**src/rtl/note_i2s_tx.sv**
```systemverilog
// note_i2s_tx: square-wave note generator driving a Pmod I2S2 DAC (MCLK/LRCK/SCK/SDIN).
// Optional macro NOTE_I2S_TX_VOL_EN: amplitude = volume << AMP_SHIFT; otherwise fixed 0x4000.
module note_i2s_tx #(
   parameter int DIV_W     = 22,
   parameter int AMP_SHIFT = 12
) (
   input  logic             clk,
   input  logic             rst_n,
   input  logic [DIV_W-1:0] note_div_left,
   input  logic [DIV_W-1:0] note_div_right,
   input  logic [2:0]       volume,
   output logic             audio_mclk,
   output logic             audio_lrck,
   output logic             audio_sck,
   output logic             audio_sdin,
   output logic             frame_tick
);

   logic [9:0]       cnt_r;
   logic [9:0]       cnt_s;
   logic [DIV_W-1:0] div_s  [2];
   logic [DIV_W-1:0] tcnt_r [2];
   logic [1:0]       phase_r;
   logic [15:0]      amp_s;
   logic [15:0]      sample_l_s;
   logic [15:0]      sample_r_s;
   logic [15:0]      shadow_l_r;
   logic [15:0]      shadow_r_r;
   logic             sdin_r;
   logic             frame_tick_r;

   // Square-wave PCM value; a zero divisor means silence regardless of phase.
   function automatic logic [15:0] tone_sample(input logic [DIV_W-1:0] div,
                                               input logic             phase,
                                               input logic [15:0]      amp);
      logic [15:0] s;
      if (div == '0) begin
         s = 16'h0000;
      end else if (phase) begin
         s = amp;
      end else begin
         s = 16'h0000 - amp;
      end
      return s;
   endfunction

   // I2S one-bit delay: slot k (1..16) carries word bit [16-k], all other slots are 0.
   function automatic logic slot_bit(input logic [4:0] slot, input logic [15:0] word);
      logic       b;
      logic [3:0] idx;
      idx = 4'd15 - 4'(slot - 5'd1);
      if ((slot >= 5'd1) && (slot <= 5'd16)) begin
         b = word[idx];
      end else begin
         b = 1'b0;
      end
      return b;
   endfunction

`ifdef NOTE_I2S_TX_VOL_EN
   assign amp_s = 16'(volume) << AMP_SHIFT;
`else
   logic vol_unused_s;
   assign vol_unused_s = ^volume;
   assign amp_s        = 16'h4000;
`endif

   assign div_s[0]   = note_div_left;
   assign div_s[1]   = note_div_right;
   assign sample_l_s = tone_sample(div_s[0], phase_r[0], amp_s);
   assign sample_r_s = tone_sample(div_s[1], phase_r[1], amp_s);
   assign cnt_s      = cnt_r + 10'd1;

   // Half-period tone counters; the >= wrap lets a shrinking divisor take effect next cycle.
   always_ff @(posedge clk) begin
      for (int ch = 0; ch < 2; ch++) begin
         if (!rst_n) begin
            tcnt_r[ch]  <= '0;
            phase_r[ch] <= 1'b0;
         end else if (div_s[ch] == '0) begin
            tcnt_r[ch]  <= '0;
            phase_r[ch] <= 1'b0;
         end else if (tcnt_r[ch] >= (div_s[ch] - DIV_W'(1))) begin
            tcnt_r[ch]  <= '0;
            phase_r[ch] <= ~phase_r[ch];
         end else begin
            tcnt_r[ch]  <= tcnt_r[ch] + DIV_W'(1);
         end
      end
   end

   // Frame counter, shadow capture at wrap, serial data and frame strobe.
   always_ff @(posedge clk) begin
      if (!rst_n) begin
         cnt_r        <= 10'd0;
         shadow_l_r   <= 16'h0000;
         shadow_r_r   <= 16'h0000;
         sdin_r       <= 1'b0;
         frame_tick_r <= 1'b0;
      end else begin
         cnt_r        <= cnt_s;
         frame_tick_r <= (cnt_r == 10'd1023);
         if (cnt_r == 10'd1023) begin
            shadow_l_r <= sample_l_s;
            shadow_r_r <= sample_r_s;
         end
         // Data moves only when SCK falls; the DAC samples it on the next rising edge.
         if (cnt_s[3:0] == 4'd0) begin
            sdin_r <= slot_bit(cnt_s[8:4], cnt_s[9] ? shadow_r_r : shadow_l_r);
         end
      end
   end

   assign audio_mclk = cnt_r[1];
   assign audio_sck  = cnt_r[3];
   assign audio_lrck = cnt_r[9];
   assign audio_sdin = sdin_r;
   assign frame_tick = frame_tick_r;

endmodule

```
**config.mk**
```make
export PLATFORM = sky130hd
export DESIGN_NAME = note_i2s_tx
export DESIGN_NICKNAME = d
export VERILOG_FILES = /design/src/rtl/note_i2s_tx.sv
export SDC_FILE = /design/constraint.sdc
export NUM_CORES = 1
export LEC_CHECK = 0
export BUFFER_PORTS_ARGS = -buffer_cell sky130_fd_sc_hd__buf_2
export CORE_ASPECT_RATIO = 0.75
export CORE_MARGIN = 8
export CORE_UTILIZATION = 30
export DETAILED_ROUTE_END_ITERATION = 10
export GPL_ROUTABILITY_DRIVEN = 0
export PLACE_DENSITY = 0.46
export SLEW_MARGIN = 20
export SYNTH_ARGS = -nofsm -noshare
export SYNTH_HDL_FRONTEND = slang
export SYNTH_SLANG_ARGS = --single-unit
```
**constraint.sdc**
```tcl
create_clock -name clk -period 3.1 [get_ports clk]
set_input_delay 0.465 -clock clk [delete_from_list [all_inputs] [get_ports clk]]
set_output_delay 0.465 -clock clk [all_outputs]
set_load 0.05 [all_outputs]
```
==> results.json <==
{
  "worstPathRequired_ns": 3.30,
  "multi_input_area_um2": 3440,
  "drc": 0,
  "cts.clk_slew.worst_paths_ns": 0.05,
  "antenna_found_initial": 0,
  "violations": "negative setup slack",
  "hpwlAfterDp_um": 8980,
  "io_pins": 54,
  "dp_cells": 854,
  "syn_area_per_cell_um2": 9.26,
  "clk_path_buf_depth": 2,
  "numCtsBuffers": 9,
  "path_common_cell": "a21o_1",
  "slowest_stage": "or4_4",
  "final_antenna_net_count": 0,
  "drt-initial-drc-count": 248,
  "cpPeakStageDelay_ns": 0.55,
  "power_mw": 2.48,
  "clock-sinks": 62,
  "p_leak_nw": 2.74,
  "whs_path_depth": 2,
  "synthArstFlopShare": 0,
  "hp-start": "phase_r[1]",
  "r2r-start": "tcnt_r[0][3]",
  "insertion_delay_ns": 0.33,
  "max_freq_mhz": 302,
  "final_nets": 786,
  "synth.distinct_cells": 47,
  "ys_seq_area_frac": 0.351,
  "ys_warn_count": 0,
  "status": "complete, but fails checks",
  "ff2ff_path_depth": 10,
  "h-tree-depth": 3,
  "fillers": 1581,
  "grt_pass1_wl_um": 19300,
  "syn_to_final_growth_pct": 37.2,
  "syn-cell-area_um2": 4800,
  "die_w_um": 162,
  "final-seq-area_um2": 1680,
  "drive_gt1_frac": 0.265,
  "grt_pass1_vias": 3948,
  "root_buffer": "clkbuf_16",
  "start_util": 0.303,
  "cts_tree": "done",
  "fp.dieArea_um2": 20300,
  "fin_cells": 898,
  "insertedDiodeCount": 0,
  "vias_per_cell": 4.64,
  "worst_hold_path_type": "reg2reg",
  "worst-setup-path-type": "in2reg",
  "tightest_slew_ns": 0.644,
  "dp_slack_ns": -0.620,
  "slew_violations": 0,
  "grt_max_degree": 23,
  "fin_ws_ns": -0.206,
  "drt-total-wl_um": 12000,
  "io_buffers": 50,
  "synthCells": 518,
  "wire_per_inst_um": 13.4,
  "final-hold-violation-count": 0,
  "fin_worst_skew_ns": 0.00650,
  "max_cap_violations": 0,
  "fin_crit_sh": 1.07,
  "synth-main-ff-cell": "edfxtp_1",
  "min_to": "phase_r[1]",
  "arrival_ns": 3.50,
  "end_kind": "register",
  "relSlewSlack": 0.567,
  "synth-edff-count": 44,
  "cp_max_fo": 5,
  "row_count": 40,
  "dieHeight_um": 125,
  "reg2reg_to": "tcnt_r[0][10]",
  "setup_viol": 44,
  "rrSetupSlack_ns": 0.65,
  "ir_drop_mv": 0.260,
  "whs_ns": 0.497,
  "cellPowerDensity_nw_per_um2": 377,
  "synth_seq_cells": 62,
  "fin_util": 0.416,
  "core-area_um2": 15800,
  "grt_util_all_layers": 0.117,
  "fin_crit_ns": 3.31,
  "rsz0062_at_grt": "yes",
  "vias": 4171,
  "start_kind": "input pin",
  "critical_path.cell_chain": "buf_6, or4_4, nor3_4, nor3b_4, buf_4, nand2_2, nor4_2, xnor2_1, ha_1, a21o_1, a21o_1, a21oi_2, o21ai_2, a21oi_4, nand3_4, clkbuf_16, nor2_2",
  "hold_buffers": 0,
  "grt-ovfl-total": 0,
  "dr.pass1.iters": 4
}
power breakdown:
part	total, mW	switching, mW	leakage (nW)	internal, mW
sequential	1.01	0.0633	0.598	0.945
combinational	0.458	0.235	2.00	0.223
clock	1.01	0.351	0.146	0.661
flip-flops by register name, indices dropped and copies added (netlist names):
| signal | cells |
|---|---|
| audio_sdin | 1 |
| cnt_r | 10 |
| frame_tick | 1 |
| phase_r | 2 |
| shadow_l_r | 2 |
| shadow_r_r | 2 |
| tcnt_r | 44 |
area by class of cell:
cell class | count | area share
clock buffer | 12 | 0.0390
timing repair buffer | 120 | 0.128
multi-input combinational | 477 | 0.523
tap | 210 | 0.0399
clock inverter | 4 | 0.00704
sequential | 62 | 0.256
inverter | 13 | 0.00742
placed cells by master (no fill, tap or decap), types with 22 or more instances in the layout:
master / instances
edfxtp_1: 44
xnor2_1: 52
buf_2: 49
ha_1: 54
xor2_1: 36
nand3_1: 35
conb_1: 44
buf_4: 64
nand2_1: 22
nor2_1: 76
stage by stage:
stage | TNS, ns | cell area [um2]
after global routing | -12.14 | 6580
after detailed placement | -23.46 | 5760
after floorplan | -4.00 | 4980
after CTS | -3.14 | 6290
final | -4.77 | 6580
after global placement | -22.63 | 5760
routing by layer:
layer	vias to the layer above	part of all wire	track usage
li1	2154	-	-
met3	15	0.046	0.0315
met2	80	0.40	0.159
met4	0	0.015	0.0451
met5	-	0	0
met1	1922	0.54	0.169
how the worst max path moves through the flow:
stage	start	endpoint	cells after the start	slack (ns)
floorplan	note_div_left[4]	tcnt_r[0][17]	15	-0.19
CTS	note_div_left[4]	tcnt_r[0][11]	16	-0.12
global route	note_div_left[4]	tcnt_r[0][3]	17	-0.34
global placement	note_div_right[4]	tcnt_r[1][19]	17	-0.63
detailed placement	note_div_right[4]	tcnt_r[1][11]	17	-0.62
finish	note_div_left[4]	tcnt_r[0][10]	17	-0.21
cell usage after synthesis (all sizes together) (6+ instances only):
cell type / instances / area [um2]
a21oi: 16 / 80.1
nand4: 17 / 106
nor3: 16 / 96.4
dfxtp: 18 / 360
inv: 13 / 48.8
ha: 54 / 676
nor4: 12 / 87.6
a21o: 14 / 105
and3: 12 / 75.1
nand2: 25 / 93.8
edfxtp: 44 / 1320
o21ai: 6 / 30.0
nor2: 91 / 342
xor2: 36 / 315
nand3: 38 / 195
xnor2: 53 / 464
what timing repair did:
item                                    4_1_cts  5_1_grt
buffers inserted                             21        6
pin swaps                                     5       26
endpoints found under the setup margin       45       48
gates cloned                                  0        2
resized for setup                            14       46
logic make-up after synthesis:
group | Yosys count | share of synthesized area
other | 1 | 0.000782
AOI/OAI and AO/OA | 53 | 0.0720
DFF | 62 | 0.351
muxes | 4 | 0.00835
adders and majority gates | 54 | 0.141
xor gates and xnor gates | 89 | 0.163
buffers and inverters | 22 | 0.0204
and+or+nand+nor | 233 | 0.244
critical path, delay by kind of cell:
family / cells / cell delay (ns)
XOR/XNOR: 1 / 0.15
AND/OR/NAND/NOR: 7 / 1.44
buffers and inverters: 3 / 0.47
AO/OA/AOI/OAI: 5 / 0.71
adder cells (fa/ha/maj): 1 / 0.26
(Power assumes the default switching activity.)
